### src/rtl/posit_defines.sv
// ---------------------------------------------------------------------------
// posit_defines
// Shared constants, types and helpers for the posit<4,0> quire back-end.
//   POSIT4_*      : special posit<4,0> bit patterns
//   QUIRE4_BPP    : binary point position of the quire (LSB weight 2^-4)
//   QUIRE4_LUT_W  : magnitude bits seen by the rounding map
//   beat_tags_t   : NaR/sow/eow flags travelling with each beat
// ---------------------------------------------------------------------------
package posit_defines;

   localparam logic [3:0]  POSIT4_NAR    = 4'b1000;
   localparam logic [3:0]  POSIT4_MAXPOS = 4'b0111;
   localparam logic [3:0]  POSIT4_MINPOS = 4'b0001;
   localparam int unsigned QUIRE4_BPP    = 4;
   // Fraction bits plus two integer bits: every magnitude below 4.0 fits.
   localparam int unsigned QUIRE4_LUT_W  = QUIRE4_BPP + 2;

   typedef struct packed {
      logic nar;
      logic sow;
      logic eow;
   } beat_tags_t;

   // Two's-complement negate of a positive pattern (mod 16) when sign is set.
   function automatic logic [3:0] posit4_apply_sign(input logic sign, input logic [3:0] p);
      return sign ? (4'd0 - p) : p;
   endfunction

endpackage

### src/rtl/quire_to_posit_4_0_if.sv
// ---------------------------------------------------------------------------
// quire_to_posit_4_0_if
// Stream bundle for the quire-to-posit converter.
//   Upstream   : rts_i, rtr_o, sow_i, eow_i, quire_i, NaR_i
//   Downstream : rtr_i, rts_o, sow_o, eow_o, posit_o, NaR_o, sign_o, zero_o
//   slave  modport : converter view
//   master modport : environment view (drives the _i signals)
// ---------------------------------------------------------------------------
interface quire_to_posit_4_0_if #(
   parameter int unsigned QUIRE_SIZE = 19
);
   logic                  rts_i;
   logic                  rtr_o;
   logic                  sow_i;
   logic                  eow_i;
   logic [QUIRE_SIZE-1:0] quire_i;
   logic                  NaR_i;
   logic                  rtr_i;
   logic                  rts_o;
   logic                  sow_o;
   logic                  eow_o;
   logic [3:0]            posit_o;
   logic                  NaR_o;
   logic                  sign_o;
   logic                  zero_o;

   modport slave (
      input  rts_i, sow_i, eow_i, quire_i, NaR_i, rtr_i,
      output rtr_o, rts_o, sow_o, eow_o, posit_o, NaR_o, sign_o, zero_o
   );

   modport master (
      output rts_i, sow_i, eow_i, quire_i, NaR_i, rtr_i,
      input  rtr_o, rts_o, sow_o, eow_o, posit_o, NaR_o, sign_o, zero_o
   );
endinterface

### src/rtl/quire4_round_lut.sv
// ---------------------------------------------------------------------------
// quire4_round_lut
// Combinational round-to-nearest (ties to even pattern) of a 6-bit quire
// magnitude (units of 2^-4, range 0..63/16) to the low 3 bits of a positive
// posit<4,0> pattern. Nonzero inputs never map to zero.
//   i_mag : magnitude, LSB = 2^-4
//   o_p   : positive pattern bits [2:0]
// ---------------------------------------------------------------------------
module quire4_round_lut
   import posit_defines::*;
(
   input  logic [QUIRE4_LUT_W-1:0] i_mag,
   output logic [2:0]              o_p
);

   // Representable values in sixteenths: 4,8,12,16,24,32,64. Each bound is a
   // midpoint; a tie goes to the even pattern on either side.
   always_comb begin
      o_p = 3'd0;
      if (i_mag == 6'd0) begin
         o_p = 3'd0;
      end else if (i_mag <= 6'd5) begin
         o_p = POSIT4_MINPOS[2:0];
      end else if (i_mag <= 6'd10) begin
         o_p = 3'd2;
      end else if (i_mag <= 6'd13) begin
         o_p = 3'd3;
      end else if (i_mag <= 6'd20) begin
         o_p = 3'd4;
      end else if (i_mag <= 6'd27) begin
         o_p = 3'd5;
      end else if (i_mag <= 6'd48) begin
         o_p = 3'd6;
      end else begin
         o_p = 3'd7;
      end
   end

endmodule

### src/rtl/quire_to_posit_4_0.sv
// ---------------------------------------------------------------------------
// quire_to_posit_4_0
// Converts a two's-complement quire (LSB = 2^-4) with NaR/sow/eow tags into a
// posit<4,0> over an rts/rtr stream. Two register stages (magnitude, then
// encode) with a one-entry skid buffer absorbing the beat that slips in while
// the registered rtr_o catches up with downstream backpressure.
//   clk, rst : clock, asynchronous active-high reset
//   bus      : stream bundle (slave view), see quire_to_posit_4_0_if
// Parameters:
//   QUIRE_SIZE : quire width (>= 7)
//   EOW_ONLY   : 1 = forward only eow beats, drop the rest
// ---------------------------------------------------------------------------
module quire_to_posit_4_0
   import posit_defines::*;
#(
   parameter int unsigned QUIRE_SIZE = 19,
   parameter bit          EOW_ONLY   = 1'b1
) (
   input logic                 clk,
   input logic                 rst,
   quire_to_posit_4_0_if.slave bus
);

   localparam int unsigned MSB = QUIRE_SIZE - 1;

   // Handshake
   logic                    w_process_en;
   logic                    w_xfer;
   logic                    r_rtr;

   // Skid buffer
   logic                    r_skid_valid;
   logic [QUIRE_SIZE-1:0]   r_skid_quire;
   beat_tags_t              r_skid_tags;

   // Stage-1 source and datapath
   beat_tags_t              w_in_tags;
   logic                    w_src_valid;
   logic [QUIRE_SIZE-1:0]   w_src_quire;
   beat_tags_t              w_src_tags;
   logic                    w_src_keep;
   logic                    w_sign;
   logic [QUIRE_SIZE-1:0]   w_mag;
   logic                    w_sat;
   logic                    w_zero;

   // Stage-1 registers
   logic                    r_s1_valid;
   logic                    r_s1_sign;
   logic                    r_s1_sat;
   logic                    r_s1_zero;
   logic [QUIRE4_LUT_W-1:0] r_s1_mag;
   beat_tags_t              r_s1_tags;

   // Stage-2 datapath and output registers
   logic [2:0]              w_lut_p;
   logic [3:0]              w_p;
   logic [3:0]              w_posit;
   logic                    r_rts;
   logic [3:0]              r_posit;
   logic                    r_zero;
   beat_tags_t              r_out_tags;

   // ------------------------------------------------------------------------
   // Handshake
   // ------------------------------------------------------------------------
   assign w_process_en = bus.rtr_i | ~r_rts;
   assign w_xfer       = bus.rts_i & r_rtr;

   // rtr_o is registered, so it reacts to a stall one cycle late; the skid
   // entry holds the single beat that can arrive in that window.
   always_ff @(posedge clk or posedge rst) begin
      if (rst) begin
         r_rtr <= 1'b0;
      end else begin
         r_rtr <= w_process_en & ~r_skid_valid;
      end
   end

   // ------------------------------------------------------------------------
   // Skid buffer
   // ------------------------------------------------------------------------
   assign w_in_tags = {bus.NaR_i, bus.sow_i, bus.eow_i};

   always_ff @(posedge clk or posedge rst) begin
      if (rst) begin
         r_skid_valid <= 1'b0;
         r_skid_quire <= '0;
         r_skid_tags  <= '0;
      end else if (w_process_en) begin
         // Any held beat drains into stage 1 this cycle.
         r_skid_valid <= 1'b0;
      end else if (w_xfer) begin
         r_skid_valid <= 1'b1;
         r_skid_quire <= bus.quire_i;
         r_skid_tags  <= w_in_tags;
      end
   end

   // Skid entry is older than anything on the port, so it goes first.
   assign w_src_valid = r_skid_valid | w_xfer;
   assign w_src_quire = r_skid_valid ? r_skid_quire : bus.quire_i;
   assign w_src_tags  = r_skid_valid ? r_skid_tags  : w_in_tags;
   assign w_src_keep  = ~EOW_ONLY | w_src_tags.eow;

   // ------------------------------------------------------------------------
   // Stage 1: sign / magnitude / saturation detect
   // ------------------------------------------------------------------------
   assign w_sign = w_src_quire[MSB];
   // Unsigned result, so the most negative quire yields 2^(QUIRE_SIZE-1).
   assign w_mag  = w_sign ? (~w_src_quire + QUIRE_SIZE'(1)) : w_src_quire;
   assign w_sat  = |w_mag[MSB:QUIRE4_LUT_W];
   assign w_zero = (w_src_quire == '0);

   always_ff @(posedge clk or posedge rst) begin
      if (rst) begin
         r_s1_valid <= 1'b0;
         r_s1_sign  <= 1'b0;
         r_s1_sat   <= 1'b0;
         r_s1_zero  <= 1'b0;
         r_s1_mag   <= '0;
         r_s1_tags  <= '0;
      end else if (w_process_en) begin
         // Dropped beats (keep=0) pass through as bubbles.
         r_s1_valid <= w_src_valid & w_src_keep;
         if (w_src_valid & w_src_keep) begin
            r_s1_sign <= w_sign;
            r_s1_sat  <= w_sat;
            r_s1_zero <= w_zero;
            r_s1_mag  <= w_mag[QUIRE4_LUT_W-1:0];
            r_s1_tags <= w_src_tags;
         end
      end
   end

   // ------------------------------------------------------------------------
   // Stage 2: round, apply sign, NaR override
   // ------------------------------------------------------------------------
   quire4_round_lut u_round_lut (
      .i_mag (r_s1_mag),
      .o_p   (w_lut_p)
   );

   assign w_p     = r_s1_sat ? POSIT4_MAXPOS : {1'b0, w_lut_p};
   assign w_posit = r_s1_tags.nar ? POSIT4_NAR : posit4_apply_sign(r_s1_sign, w_p);

   always_ff @(posedge clk or posedge rst) begin
      if (rst) begin
         r_rts      <= 1'b0;
         r_posit    <= 4'b0000;
         r_zero     <= 1'b1;
         r_out_tags <= '0;
      end else if (w_process_en) begin
         r_rts <= r_s1_valid;
         if (r_s1_valid) begin
            r_posit    <= w_posit;
            r_zero     <= r_s1_zero & ~r_s1_tags.nar;
            r_out_tags <= r_s1_tags;
         end
      end
   end

   // ------------------------------------------------------------------------
   // Outputs
   // ------------------------------------------------------------------------
   assign bus.rtr_o   = r_rtr;
   assign bus.rts_o   = r_rts;
   assign bus.posit_o = r_posit;
   assign bus.NaR_o   = r_out_tags.nar;
   assign bus.sow_o   = r_out_tags.sow;
   assign bus.eow_o   = r_out_tags.eow;
   assign bus.sign_o  = r_posit[3];
   assign bus.zero_o  = r_zero;

endmodule

### src/flat_wrapper.sv
// flat-port wrapper written by rule: the top's interface ports become plain ports
module quire_to_posit_4_0_flat import posit_defines::*;
#(
   parameter int unsigned QUIRE_SIZE = 19,
   parameter bit          EOW_ONLY   = 1'b1
)
  (clk, rst, bus_rts_i, bus_sow_i, bus_eow_i, bus_quire_i, bus_NaR_i, bus_rtr_i, bus_rtr_o, bus_rts_o, bus_sow_o, bus_eow_o, bus_posit_o, bus_NaR_o, bus_sign_o, bus_zero_o);
  quire_to_posit_4_0_if #(.QUIRE_SIZE(QUIRE_SIZE)) bus_i ();
  input logic clk;
  input logic rst;
  input wire logic [$bits(bus_i.rts_i)-1:0] bus_rts_i;
  input wire logic [$bits(bus_i.sow_i)-1:0] bus_sow_i;
  input wire logic [$bits(bus_i.eow_i)-1:0] bus_eow_i;
  input wire logic [$bits(bus_i.quire_i)-1:0] bus_quire_i;
  input wire logic [$bits(bus_i.NaR_i)-1:0] bus_NaR_i;
  input wire logic [$bits(bus_i.rtr_i)-1:0] bus_rtr_i;
  output wire logic [$bits(bus_i.rtr_o)-1:0] bus_rtr_o;
  output wire logic [$bits(bus_i.rts_o)-1:0] bus_rts_o;
  output wire logic [$bits(bus_i.sow_o)-1:0] bus_sow_o;
  output wire logic [$bits(bus_i.eow_o)-1:0] bus_eow_o;
  output wire logic [$bits(bus_i.posit_o)-1:0] bus_posit_o;
  output wire logic [$bits(bus_i.NaR_o)-1:0] bus_NaR_o;
  output wire logic [$bits(bus_i.sign_o)-1:0] bus_sign_o;
  output wire logic [$bits(bus_i.zero_o)-1:0] bus_zero_o;
  assign bus_i.rts_i = bus_rts_i;
  assign bus_i.sow_i = bus_sow_i;
  assign bus_i.eow_i = bus_eow_i;
  assign bus_i.quire_i = bus_quire_i;
  assign bus_i.NaR_i = bus_NaR_i;
  assign bus_i.rtr_i = bus_rtr_i;
  assign bus_rtr_o = bus_i.rtr_o;
  assign bus_rts_o = bus_i.rts_o;
  assign bus_sow_o = bus_i.sow_o;
  assign bus_eow_o = bus_i.eow_o;
  assign bus_posit_o = bus_i.posit_o;
  assign bus_NaR_o = bus_i.NaR_o;
  assign bus_sign_o = bus_i.sign_o;
  assign bus_zero_o = bus_i.zero_o;
  quire_to_posit_4_0 #(.QUIRE_SIZE(QUIRE_SIZE), .EOW_ONLY(EOW_ONLY)) u_core (.clk(clk), .rst(rst), .bus(bus_i));
endmodule
### config.mk
export PLATFORM = sky130hd
export DESIGN_NAME = quire_to_posit_4_0_flat
export DESIGN_NICKNAME = d
export VERILOG_FILES = /design/src/rtl/posit_defines.sv /design/src/rtl/quire_to_posit_4_0_if.sv /design/src/rtl/quire4_round_lut.sv /design/src/rtl/quire_to_posit_4_0.sv /design/src/flat_wrapper.sv
export SDC_FILE = /design/constraint.sdc
export NUM_CORES = 1
export LEC_CHECK = 0
export BUFFER_PORTS_ARGS = -buffer_cell sky130_fd_sc_hd__buf_2
export CAP_MARGIN = 15
export CORE_ASPECT_RATIO = 0.7
export CORE_MARGIN = 8
export CORE_UTILIZATION = 52
export CTS_BUF_LIST = sky130_fd_sc_hd__clkbuf_8 sky130_fd_sc_hd__clkbuf_16
export DETAILED_ROUTE_END_ITERATION = 16
export MAX_ROUTING_LAYER = met4
export PLACE_DENSITY_LB_ADDON = 0.3
export SLEW_MARGIN = 5
export SYNTH_ARGS = -nofsm -noshare
export SYNTH_HDL_FRONTEND = slang
export SYNTH_SLANG_ARGS = --single-unit
export TNS_END_PERCENT = 20
### constraint.sdc
create_clock -name clk -period 3.3 [get_ports clk]
set_input_delay 0.165 -clock clk [delete_from_list [all_inputs] [get_ports clk]]
set_output_delay 0.165 -clock clk [all_outputs]
set_load 0.005 [all_outputs]
== Word level (Yosys, flattened, before mapping) ==
Index checks and enable logic that the tools add are counted.
Storage, ports and cells
  flip-flop bits (word level): 46
  word-level logic and storage cells: 61
Cells by class
  $add $sub $neg: 2
  $lt $le $gt $ge: 6
  muxes and demuxes: 15
  bitwise operators: 11
  reduce and logical (&&, ||, !) cells: 7
Operators by type and width (count)
  2-to-1 mux 19 bit: 2
  adder 19 x 1 -> 19 bit, second input constant: 1
  logical NOT 19 bit: 1
  inverter 19 bit: 1
  2-to-1 mux 3 bit: 6
  OR reduction 13 bit: 1
  less-or-equal comparator 6 x 4 -> 1 bit, second input constant: 2
  less-or-equal comparator 6 x 5 -> 1 bit, second input constant: 2
  2-to-1 mux 4 bit: 2
  less-or-equal comparator 6 x 3 -> 1 bit, second input constant: 1
  less-or-equal comparator 6 bit, second input constant: 1
  logical NOT 6 bit: 1
  AND reduction 2 bit: 3
  AND 1 bit: 4
  2-to-1 mux 2 bit: 2
  inverter 1 bit: 4
  subtractor 1 x 4 -> 4 bit, first input constant: 1
  2-to-1 mux 1 bit: 3
  OR 1 bit: 2
  nonzero test 2 bit: 1

== Logic depth before layout (Yosys ltp) ==
Gate-level depths: netlist (run 1).
  depth after elaboration: 12
  mapped depth: 12
  gate-level depth less buffers: 9

== Hierarchy ==
From an unflattened synthesis (run 1), not the netlist that was laid out.
Second synthesis, totals
  cells, all modules: 265
  area, all modules: 2778.9 um2
Modules (own cells, without submodules)
  quire_to_posit_4_0: instances 1, cells an instance 247, area each 2650.0 um2
  quire4_round_lut: instances 1, cells an instance 18, area each 128.9 um2

== Least setup slack after synthesis (run 1) ==
No wires, ideal clock.
  kind: register to register
  start point: register u_core.r_skid_valid
  end point: register u_core.r_s1_sat
  library setup time: 131 ps
  arrival: 3124 ps
  setup slack: 45 ps
  stages on the path, launching flop included: 13
  path buffers: 4
  clock period less this slack: 3255 ps
  cell sequence: dfrtp_1 buf_6 buf_6 clkbuf_1 buf_2 mux2i_1 ha_1 or4b_4 o2bb2ai_2 o31a_1 or4_1 a32oi_1 a31oi_1
On the way
  word-level cells in the longest chain between the ends: 5
Ends and longest elaborated chain
  from (decl): line quire_to_posit_4_0.sv:32  | logic r_skid_valid;
  from (signal assigned): line quire_to_posit_4_0.sv:87  | r_skid_valid <= 1'b0;
  from (signal assigned): line quire_to_posit_4_0.sv:92  | r_skid_valid <= 1'b0;
  from (signal assigned): line quire_to_posit_4_0.sv:94  | r_skid_valid <= 1'b1;
  2-to-1 mux 19 bit: line quire_to_posit_4_0.sv:102  | assign w_src_quire = r_skid_valid ? r_skid_quire : bus.quire_i;
  inverter 19 bit: line quire_to_posit_4_0.sv:111  | assign w_mag = w_sign ? (~w_src_quire + QUIRE_SIZE'(1)) : w_src_quire;
  adder 19 x 1 -> 19 bit: line quire_to_posit_4_0.sv:111
  2-to-1 mux 19 bit: line quire_to_posit_4_0.sv:111
  OR reduction 13 bit: line quire_to_posit_4_0.sv:112  | assign w_sat = |w_mag[MSB:QUIRE4_LUT_W];
  to (signal assigned): line quire_to_posit_4_0.sv:128  | r_s1_sat <= w_sat;
  to (decl): line quire_to_posit_4_0.sv:50  | logic r_s1_sat;
Several ways; a longest one is shown, not always the timed one.
A chain may end at the register's enable or synchronous reset.

== Worst setup path in the final report (run 1) ==
Same ends and word-level chain as after synthesis.

==> impl_metrics.yaml, run 1 <==
layout:
  antenna_cells: 0
  nFillCells: 478
  layout.nets: 335
  drive_above_1_share_pct: 29.5
  syn_to_final_growth_pct: 12.2
flow_run:
  max_cap_violations: 0
clocking:
  cts.repair.resized: 0
  cts_buffers: 5
  post_cts_buffers: 0
  h-tree-depth: 2
  clock_path_buffers: 2
  tritoncts: "done"
  clk_pin_slew_ns: 0.09
  insertion_delay_ns: 0.31
  holdBufCountCts: 0
  clock_sinks: 46
  cts-root-buf: "clkbuf_8"
place:
  place_ws_ns: 0.668
  dpl.hpwl_um: 4840
  globalplace.congestion: 0.909
  portBuffers: 36
synthesis:
  synth_most_common_cell: "dfrtp_1"
  syn_area_mm2: 0.00277
  async_flop_share_pct: 100
  syn_inst: 270
  synth_enable_flop_cells: 0
  synth.top_cell.area_share_pct: 40.7
  syn-num-nets: 298
  yosysTopAreaCell: "dfrtp_1"
  synthTopCellsByCount: "45 x dfrtp_1, 29 x mux2_2, 26 x nand2_1"
  yosys-top-cells-area: "dfrtp_1 41%, mux2_2 12%, mux2i_1 6.5%"
  yosysWarnings: 0
  ys_types: 53
  synth-seq-cells: 46
  synth-main-ff-cell: "dfrtp_1"
  syn_area_per_cell_um2: 10.2
  yosysSeqAreaShare_pct: 41.7
grt:
  overflow: 0
  grtUsageMet1_pct: 25.8
  antenna_found_initial: 0
  grt.busiest_layer: "met1"
  grt_first_pass_wirelength_um: 10900
  grt_pass1_vias: 2220
  grt_usage_pct: 17.5
  grtUsageMet2_pct: 22.8
  use_met3_pct: 4.51
  grt_start_max_net_pins: 47
power:
  p_switching_uw: 793
  p_leak_uw: 0.00123
  seqPwrFrac_pct: 49.1
  vdd_drop_max_mv: 0.358
  comb_power_share_pct: 34.2
  p_per_area_mw_per_mm2: 681
  p_total_uw: 2110
  clkPwrFrac_pct: 16.7
  swShare_pct: 37.6
  internal_power_uw: 1320
drt:
  drt-pass1-iter-count: 4
  routed_via_density: 5.93
  vias: 2252
  wl_um: 6540
  post-route-drc-count: 0
  drt_iter0_drc: 122
  postRouteAntennaNets: 0
  avgRoutedWirePerCell_um: 17.2
sta:
  maxSlewHeadroom_pct: 33.9
  max_clock_freq_ghz: 0.372
  setup_tns_ns: 0
  setup_violations: 0
  max_slew.worst_pin.slew_ns: 0.990
  finalMaxSlewViolations: 0
  finalHoldViolations: 0
  finalClockSkew_ns: 0.00564
  setup_slack_ns: 0.615
  rsz0062_at_grt: "false"
  hold_slack_ns: 0.0840
  min_period_over_period_pct: 81.4
  period_minus_slack_ns: 2.68
setup_path:
  r2r_cells: 8
  worstReg2RegStart: "u_core.r_skid_valid$_DFFE_PP0P_"
  cp.arrival_ns: 2.87
  endpoint_kind: "register"
  rr_endpoint: "u_core.r_s1_sat$_DFFE_PP0P_"
  ff2ff_setup_slack_ns: 0.62
  slowest_delay_ns: 0.49
  cp_slowest_cell: "or4b_4"
  crit_path_start_kind: "register"
  cp_data_required_time_ns: 3.48
  crit_start: "u_core.r_skid_valid$_DFFE_PP0P_"
  endpoint: "u_core.r_s1_sat$_DFFE_PP0P_"
  critPathMaxFanout: 5
  crit_chain: "mux2i_1 > ha_1 > or4b_4 > o2bb2ai_2 > o31a_1 > or4_1 > a32oi_1 > a31oi_1"
  path_class: "reg2reg"
floorplanning:
  dieArea_mm2: 0.00795
  num_rows: 22
  core_region_area_mm2: 0.00517
  dieHeight_um: 77.0
  num_io_pins: 37
  initial_utilization_pct: 53.5
  die_w_um: 103
hold_path:
  hp-class: "in2async"
status:
  status: "finished, final reports clean"
[per-stage QoR]
stage / utilization (%) / instances / area [um^2]
finish: 60.0 / 380 / 3100
global route: 60.0 / 380 / 3100
CTS: 59.8 / 379 / 3100
detailed placement: 58.1 / 371 / 3010
global placement: 58.1 / 371 / 3010
floorplan: - / 270 / 2770
[sequential cells by signal, summed over array words and instances (netlist names)]
signal / cells
u_core.r_skid_quire: 19
u_core.r_s1_mag: 6
u_core.bus.posit_o: 4
u_core.r_s1_tags: 3
u_core.r_skid_tags: 3
u_core.bus.NaR_o: 1
u_core.bus.eow_o: 1
u_core.bus.rtr_o: 1
u_core.bus.rts_o: 1
u_core.bus.sow_o: 1
u_core.bus.zero_o: 1
u_core.r_s1_sat: 1
u_core.r_s1_sign: 1
u_core.r_s1_valid: 1
u_core.r_s1_zero: 1
u_core.r_skid_valid: 1
[routing by layer]
layer  share of wire [%]  wire [um]
met1                  50       3280
met2                  42       2750
met3                 6.3        410
met4                 1.5         97
met5                   0          0
[final cells by class]
cell class                 instances  area, um^2  share of cell area [%]
multi-input combinational        211        1540                    49.8
sequential                        46        1150                    37.2
tap                               72        90.1                    2.90
inverter                           2        7.51                   0.242
timing repair buffer              41         218                    7.02
clock inverter                     3        21.3                   0.685
clock buffer                       5        68.8                    2.22
[layout by cell type (no fill, tap or decap), types with 4 or more instances in the layout]
cell	Yosys	routed
clkbuf_8	0	5
a21oi_1	13	13
nor4_1	7	7
nor2_1	16	16
nor2b_1	6	6
mux2_2	29	29
nand3_1	4	4
buf_2	2	36
mux2i_1	18	18
nor3_1	7	7
o21ai_0	17	17
dfrtp_1	45	44
nand2_1	26	26
nor3b_1	4	4
buf_4	1	5
nand2b_1	6	6
or4_1	4	4
[worst max-delay path, delay by kind of cell, from the launching register on]
| family | cells | cell delay (ns) |
|---|---|---|
| multiplexers | 1 | 0.27 |
| flip-flops | 1 | 0.42 |
| AO/OA/AOI/OAI | 4 | 0.76 |
| AND/OR/NAND/NOR | 2 | 0.90 |
| adder cells (fa/ha/maj) | 1 | 0.22 |
[cell families (layout without fill, tap and decap cells)]
logic type      Yosys count  after routing  share of synthesized area (%)
simple gates             98             98                           20.6
fa+ha+maj                 2              2                          0.904
compound gates           58             58                           13.9
mux                      49             49                           19.1
xor+xnor                  4              4                           1.27
buf+inv                  13             51                           2.53
flops                    46             46                           41.7
[worst min path at each step]
stage / from / to / slack [ns] / depth (start not counted)
2_1_floorplan: bus_quire_i[14] / u_core.r_skid_quire[14]$_DFFE_PP0P_ / 0.32 / 1
3_3_place_gp: bus_quire_i[17] / u_core.r_skid_quire[17]$_DFFE_PP0P_ / 0.41 / 2
3_5_place_dp: bus_quire_i[17] / u_core.r_skid_quire[17]$_DFFE_PP0P_ / 0.42 / 2
4_1_cts: bus_quire_i[17] / u_core.r_skid_quire[17]$_DFFE_PP0P_ / 0.1 / 2
5_1_grt: bus_quire_i[17] / u_core.r_skid_quire[17]$_DFFE_PP0P_ / 0.10 / 2
6_report: rst / u_core.bus.rtr_o$_DFF_PP0_ / 0.08 / 2
[power groups by stage]
stage	clock network, uW	registers (uW)	logic [uW]
floorplan	0	974	558
global placement	0	1030	700
detailed placement	0	1040	723
CTS	361	1030	724
global route	380	1070	803
finish	353	1040	722
No activity file was read; power rests on OpenSTA's default activity.
==> run 2: changes to the inputs <==
--- a/config.mk
+++ b/config.mk
@@ -5,11 +5,12 @@
 export SDC_FILE = /design/constraint.sdc
 export NUM_CORES = 1
 export LEC_CHECK = 0
+export ABC_AREA = 1
 export BUFFER_PORTS_ARGS = -buffer_cell sky130_fd_sc_hd__buf_2
 export CAP_MARGIN = 15
 export CORE_ASPECT_RATIO = 0.7
 export CORE_MARGIN = 8
-export CORE_UTILIZATION = 52
+export CORE_UTILIZATION = 59
 export CTS_BUF_LIST = sky130_fd_sc_hd__clkbuf_8 sky130_fd_sc_hd__clkbuf_16
 export DETAILED_ROUTE_END_ITERATION = 16
 export MAX_ROUTING_LAYER = met4
==> constraint.sdc (replaced) <==
create_clock -name clk -period 2.6 [get_ports clk]
set_input_delay 0.13 -clock clk [delete_from_list [all_inputs] [get_ports clk]]
set_output_delay 0.13 -clock clk [all_outputs]
set_load 0.005 [all_outputs]
==> run 2 against run 1 <==
Against the previous run: via count grew 17%; first-iteration DRC count grew 140%; cell area up 8.2%; wire length is 0.29% higher; largest power group unchanged; worst hold slack got worse by 0.044 ns; fmax rose by 21%.
==> impl_metrics.yaml, run 2 <==
status:
  status: "finished, final reports clean"
layout:
  syn_to_final_growth_pct: 9.87
  layout_commonest_cell: "nand2_1"
  layout.nets: 491
  largest_register_ffs: 19
  fin_area_mm2: 0.00336
  regMostFlops: "u_core.r_skid_quire"
  nFillCells: 485
  drive_above_1_share_pct: 22.2
  antenna_cells: 0
  fin_cells: 536
  layout_common_cells: "136 x nand2_1, 55 x inv_1, 45 x dfrtp_1"
synthesis:
  yosysSeqAreaShare_pct: 37.7
  synth_most_common_cell: "nand2_1"
  synthTopCellsByCount: "136 x nand2_1, 56 x inv_1, 45 x dfrtp_1"
  synth_enable_flop_cells: 0
  syn_area_per_cell_um2: 7.14
  syn-num-nets: 456
  syn_area_mm2: 0.00306
  async_flop_share_pct: 100
  syn_inst: 428
  yosysTopAreaCell: "dfrtp_1"
  synth-seq-cells: 46
  synth.top_cell.area_share_pct: 36.9
  yosys-top-cells-area: "dfrtp_1 37%, nand2_1 17%, inv_1 6.9%"
  yosysWarnings: 0
  ys_types: 38
  synth-main-ff-cell: "dfrtp_1"
grt:
  antenna_found_initial: 0
  overflow: 0
  grt_start_max_net_pins: 47
  grt_pass1_vias: 2583
  grt_usage_pct: 18.5
  grt_first_pass_wirelength_um: 11500
drt:
  post-route-drc-count: 0
  avgRoutedWirePerCell_um: 12.2
  drt-pass1-iter-count: 4
  routed_via_density: 4.94
  drt_iter0_drc: 287
  vias: 2646
  wl_um: 6560
  postRouteAntennaNets: 0
setup_path:
  path_class: "reg2reg"
  cp_data_required_time_ns: 2.81
  crit_chain: "buf_12 > nand2_2 > nand2_4 > ha_1 > nand3_1 > nor2_2 > nand3_2 > nand2_1 > nand2_1 > nand2_1 > nand2_1 > nor2_1 > nand2_1 > nor2_1 > nand3_1 > nand2_1 > inv_1"
  worstReg2RegStart: "u_core.r_skid_valid$_DFFE_PP0P_"
  slowest_delay_ns: 0.44
  critPathMaxFanout: 30
  rr_endpoint: "u_core.r_s1_sat$_DFFE_PP0P_"
  endpoint: "u_core.r_s1_sat$_DFFE_PP0P_"
  cp.arrival_ns: 2.43
  crit_start: "u_core.r_skid_valid$_DFFE_PP0P_"
  r2r_cells: 17
  crit_path_start_kind: "register"
  cp_slowest_cell: "dfrtp_1"
  endpoint_kind: "register"
  ff2ff_setup_slack_ns: 0.38
  path_common_cell: "nand2_1"
floorplanning:
  initial_utilization_pct: 59.7
  die_w_um: 102
  dieArea_mm2: 0.00777
  num_rows: 22
  dieHeight_um: 76.2
  core_region_area_mm2: 0.00512
  num_io_pins: 37
sta:
  rsz0062_at_grt: "false"
  max_clock_freq_ghz: 0.450
  min_period_over_period_pct: 85.6
  hold_slack_ns: 0.0397
  setup_violations: 0
  setup_tns_ns: 0
  setup_slack_ns: 0.376
  max_slew.worst_pin.slew_ns: 0.966
  finalHoldViolations: 0
  finalMaxSlewViolations: 0
  maxSlewHeadroom_pct: 35.5
  finalClockSkew_ns: 0.00529
  period_minus_slack_ns: 2.22
clocking:
  cts_buffers: 5
  clock_path_buffers: 2
  post_cts_buffers: 0
  cts-root-buf: "clkbuf_8"
  clk_pin_slew_ns: 0.09
  clock_sinks: 46
  h-tree-depth: 2
  insertion_delay_ns: 0.30
  cts.repair.resized: 0
  holdBufCountCts: 0
  tritoncts: "done"
place:
  globalplace.congestion: 0.931
  dp.cells: 528
  place_ws_ns: 0.432
  dpl.hpwl_um: 5060
  portBuffers: 36
  place_area_mm2: 0.00326
flow_run:
  max_cap_violations: 0
power:
  p_per_area_mw_per_mm2: 822
  vdd_drop_max_mv: 0.431
  p_leak_uw: 0.00177
hold_path:
  hp-class: "in2async"
[run 2: cell count changes after synthesis, moves of 7 or more]
cell / change
nand2_1: +110
inv_1: +54
mux2_2: -27
nand3_1: +21
o21ai_0: +21
mux2i_1: -18
nand2_2: +13
nor2_1: +12
nand2_4: +8
a21oi_1: -7
nor3_1: -7
nor4_1: -7
[run 2: worst max-delay path, delay by kind of cell, from the launching register on]
kind,cells,cell delay (ns)
DFF,1,0.44
buffers and inverters,2,0.27
and+or+nand+nor,14,1.21
adders and majority gates,1,0.21
[run 2: worst min-delay path by stage]
stage,start,to,slack [ns],cells past startpoint
floorplan,bus_quire_i[16],u_core.r_skid_quire[16]$_DFFE_PP0P_,0.28,2
global placement,bus_quire_i[16],u_core.r_skid_quire[16]$_DFFE_PP0P_,0.38,3
detailed placement,bus_quire_i[7],u_core.r_skid_quire[7]$_DFFE_PP0P_,0.38,2
CTS,bus_quire_i[7],u_core.r_skid_quire[7]$_DFFE_PP0P_,0.06,2
global route,bus_quire_i[7],u_core.r_skid_quire[7]$_DFFE_PP0P_,0.07,2
finish,rst,u_core.bus.sow_o$_DFFE_PP0P_,0.04,2
[run 2: layout make-up]
class                           instances  area [um^2]  share of cell area (%)
Clock buffer                            5         68.8                    2.05
Tap cell                               72         90.1                    2.68
Timing Repair Buffer                   42          238                    7.08
Sequential cell                        46         1150                    34.3
Multi-Input combinational cell        305         1550                    46.1
Inverter                               63          236                    7.04
Clock inverter                          3         23.8                   0.708
[run 2: kinds of logic (layout without fill, tap and decap cells)]
kind of cell | Yosys count | in the layout | synth area share (%)
buffers and inverters | 77 | 113 | 11.6
flip-flops | 46 | 46 | 37.7
AO/OA/AOI/OAI | 63 | 63 | 12.2
XOR/XNOR | 5 | 5 | 1.43
multiplexers | 2 | 2 | 0.737
AND/OR/NAND/NOR | 233 | 233 | 35.5
adder cells (fa/ha/maj) | 2 | 2 | 0.819
[run 2: layer usage]
metal	vias to the layer above	part of all wire, %	track usage [%]
met2	57	43	27.6
met3	7	6.2	5.02
met5	-	0	-
met4	0	1.1	4.09
met1	1181	50	24.4
li1	1401	-	-
[run 2: per-stage QoR]
step	power, uW	utilization [%]
2_1_floorplan	2030	-
3_3_place_gp	2260	63.8
3_5_place_dp	2310	63.8
4_1_cts	2780	65.6
5_1_grt	3010	65.6
6_report	2760	65.6
[run 2: power breakdown]
group          internal [uW]  switching, uW
sequential              1010            192
clock                    193            266
combinational            418            678
==> run 3: changes to the inputs <==
--- a/config.mk
+++ b/config.mk
@@ -10,7 +10,7 @@
 export CAP_MARGIN = 15
 export CORE_ASPECT_RATIO = 0.7
 export CORE_MARGIN = 8
-export CORE_UTILIZATION = 59
+export CORE_UTILIZATION = 53
 export CTS_BUF_LIST = sky130_fd_sc_hd__clkbuf_8 sky130_fd_sc_hd__clkbuf_16
 export DETAILED_ROUTE_END_ITERATION = 16
 export MAX_ROUTING_LAYER = met4
==> constraint.sdc (replaced) <==
create_clock -name clk -period 2 [get_ports clk]
set_input_delay 0 -clock clk [delete_from_list [all_inputs] [get_ports clk]]
set_output_delay 0 -clock clk [all_outputs]
set_load 0.005 [all_outputs]
==> run 3 against run 2 <==
Against the previous run: the run now ends with setup timing left; global-route usage increased by 0.095 points; critical path type unchanged; register-to-register slack got worse by 0.42 ns; first-iteration DRC count decreased by 44%; largest power group unchanged.
==> impl_metrics.yaml, run 3 (same netlist as run 2, synthesis figures left out) <==
drt:
  avgRoutedWirePerCell_um: 12.4
  wl_um: 7140
  routed_via_density: 4.92
  vias: 2838
  postRouteAntennaNets: 0
  post-route-drc-count: 0
  drt_iter0_drc: 160
  drt-pass1-iter-count: 4
layout:
  nFillCells: 501
  multi_input_area_mm2: 0.00159
  fin_util_pct: 66.5
  drive_above_1_share_pct: 25.5
  largest_register_ffs: 19
  layout_commonest_cell: "nand2_1"
  seq_area_mm2: 0.00115
  layout.nets: 529
  layout_common_cells: "131 x nand2_1, 55 x inv_1, 44 x dfrtp_1"
  syn_to_final_growth_pct: 22.8
  regMostFlops: "u_core.r_skid_quire"
  antenna_cells: 0
grt:
  antenna_found_initial: 0
  grt_pass1_vias: 2692
  grtUsageMet1_pct: 25.0
  grt_first_pass_wirelength_um: 12600
  grtUsageMet2_pct: 27.7
  grt_start_max_net_pins: 35
  use_met3_pct: 3.87
  grt_usage_pct: 18.6
  grt.busiest_layer: "met2"
  overflow: 0
setup_path:
  slowest_delay_ns: 0.47
  critPathMaxFanout: 5
  cp_slowest_cell: "dfrtp_2"
  crit_path_start_kind: "register"
  crit_chain: "buf_6 > nand2_2 > nand2_4 > ha_2 > buf_4 > buf_4 > nand3_2 > nor2_2 > nand2_1 > nand3_1 > a21oi_2 > nand2_1 > nor2_1 > nand3_1 > nand2_1 > inv_1"
  path_common_cell: "nand2_1"
  cp.arrival_ns: 2.25
  endpoint_kind: "register"
  path_class: "reg2reg"
  cp_data_required_time_ns: 2.20
floorplanning:
  die_w_um: 107
  num_io_pins: 37
  initial_utilization_pct: 54.2
  num_rows: 23
  dieHeight_um: 79.5
  dieArea_mm2: 0.00849
  core_region_area_mm2: 0.00564
sta:
  max_slew.worst_pin.slew_ns: 0.552
  rsz0062_at_grt: "true"
  max_clock_freq_ghz: 0.490
  maxSlewHeadroom_pct: 63.1
  min_period_over_period_pct: 102
  setup_slack_ns: -0.0419
  finalClockSkew_ns: 0.0110
  finalHoldViolations: 0
  finalMaxSlewViolations: 0
  setup_violations: 2
  period_minus_slack_ns: 2.04
power:
  clkPwrFrac_pct: 16.3
  p_per_area_mw_per_mm2: 1010
  seqPwrFrac_pct: 41.9
  p_switching_uw: 1560
  comb_power_share_pct: 41.9
  p_leak_uw: 0.00194
  vdd_drop_max_mv: 0.576
  internal_power_uw: 2220
  swShare_pct: 41.2
place:
  portBuffers: 36
  place_ws_ns: -0.0150
  globalplace.congestion: 0.916
  dpl.hpwl_um: 5260
status:
  status: "finished with violations"
  violations: "setup timing"
clocking:
  clock_path_buffers: 2
  cts_buffers: 5
  clock_sinks: 46
  tritoncts: "done"
  insertion_delay_ns: 0.31
  clk_pin_slew_ns: 0.10
  cts-root-buf: "clkbuf_8"
  h-tree-depth: 2
hold_path:
  hp-class: "in2reg"
flow_run:
  max_cap_violations: 0
## run 3: cell types whose count changed in the layout (fill, tap and decap cells not counted), sizes merged
cell	change
buf	+16
clkinv	+1
clkinvlp	-1
dlygate4sd3	+22
## run 3: metrics by stage
step	TNS, ns	instance area [um^2]	total power, uW	hold WS [ns]	instances
2_1_floorplan	0	3060	2640	0.146	428
3_3_place_gp	0	3370	3020	0.0812	545
3_5_place_dp	-0.0150	3370	3090	0.0884	545
4_1_cts	0	3700	3750	0.0116	575
5_1_grt	-0.517	3750	4140	0.0288	577
6_report	-0.0694	3750	3780	0.0135	577
## run 3: repair_timing
item,4_1_cts,5_1_grt
buffers inserted,0,3
pin swaps,0,12
resized for setup,5,11
hold buffers,22,0
hold endpoints to repair,47,0
endpoints found under the setup margin,1,3
## run 3: area by class of cell
| class | count | share of cell area [%] |
|---|---|---|
| Multi-Input combinational cell | 305 | 42.4 |
| Sequential cell | 46 | 30.7 |
| Timing Repair Buffer | 80 | 15.5 |
| Inverter | 63 | 6.37 |
| Tap cell | 75 | 2.50 |
| Clock buffer | 5 | 1.83 |
| Clock inverter | 3 | 0.667 |
## run 3: path summary, 6_finish.rpt
| path | startpoint | endpoint | slack, ns | cells past startpoint |
|---|---|---|---|---|
| max reg2reg | u_core.r_skid_valid$_DFFE_PP0P_ | u_core.r_s1_sat$_DFFE_PP0P_ | -0.04 | 16 |
| max in group asynchronous | rst | u_core.bus.zero_o$_DFFE_PP1P_ | 1.09 | 4 |
| min | bus_quire_i[11] | u_core.r_skid_quire[11]$_DFFE_PP0P_ | 0.01 | 3 |
| min in group asynchronous | rst | u_core.bus.sow_o$_DFFE_PP0P_ | 0.27 | 3 |
| max | u_core.r_skid_valid$_DFFE_PP0P_ | u_core.r_s1_sat$_DFFE_PP0P_ | -0.04 | 16 |
| min reg2reg | u_core.r_s1_tags[0]$_DFFE_PP0P_ | u_core.r_s1_tags[0]$_DFFE_PP0P_ | 0.46 | 2 |
## run 3: power by group through the flow
stage | Sequential, uW | Clock, uW | Combinational [uW]
finish | 1580 | 614 | 1580
global route | 1640 | 676 | 1830
CTS | 1570 | 629 | 1550
detailed placement | 1580 | 0 | 1510
global placement | 1570 | 0 | 1450
floorplan | 1530 | 0 | 1110
## run 3: worst max-delay path: cells and delay by family, from the launching register on
family | cells | cell delay [ns]
AO/OA/AOI/OAI | 1 | 0.15
adder cells (fa/ha/maj) | 1 | 0.18
buffers and inverters | 4 | 0.44
flip-flops | 1 | 0.47
AND/OR/NAND/NOR | 10 | 0.69
## run 3: layer usage
layer  part of all wire [%]  vias to the layer above
li1                       -                     1479
met1                     51                     1301
met2                     43                       51
met3                    4.6                        7
met4                    1.1                        0
met5                      0                        -
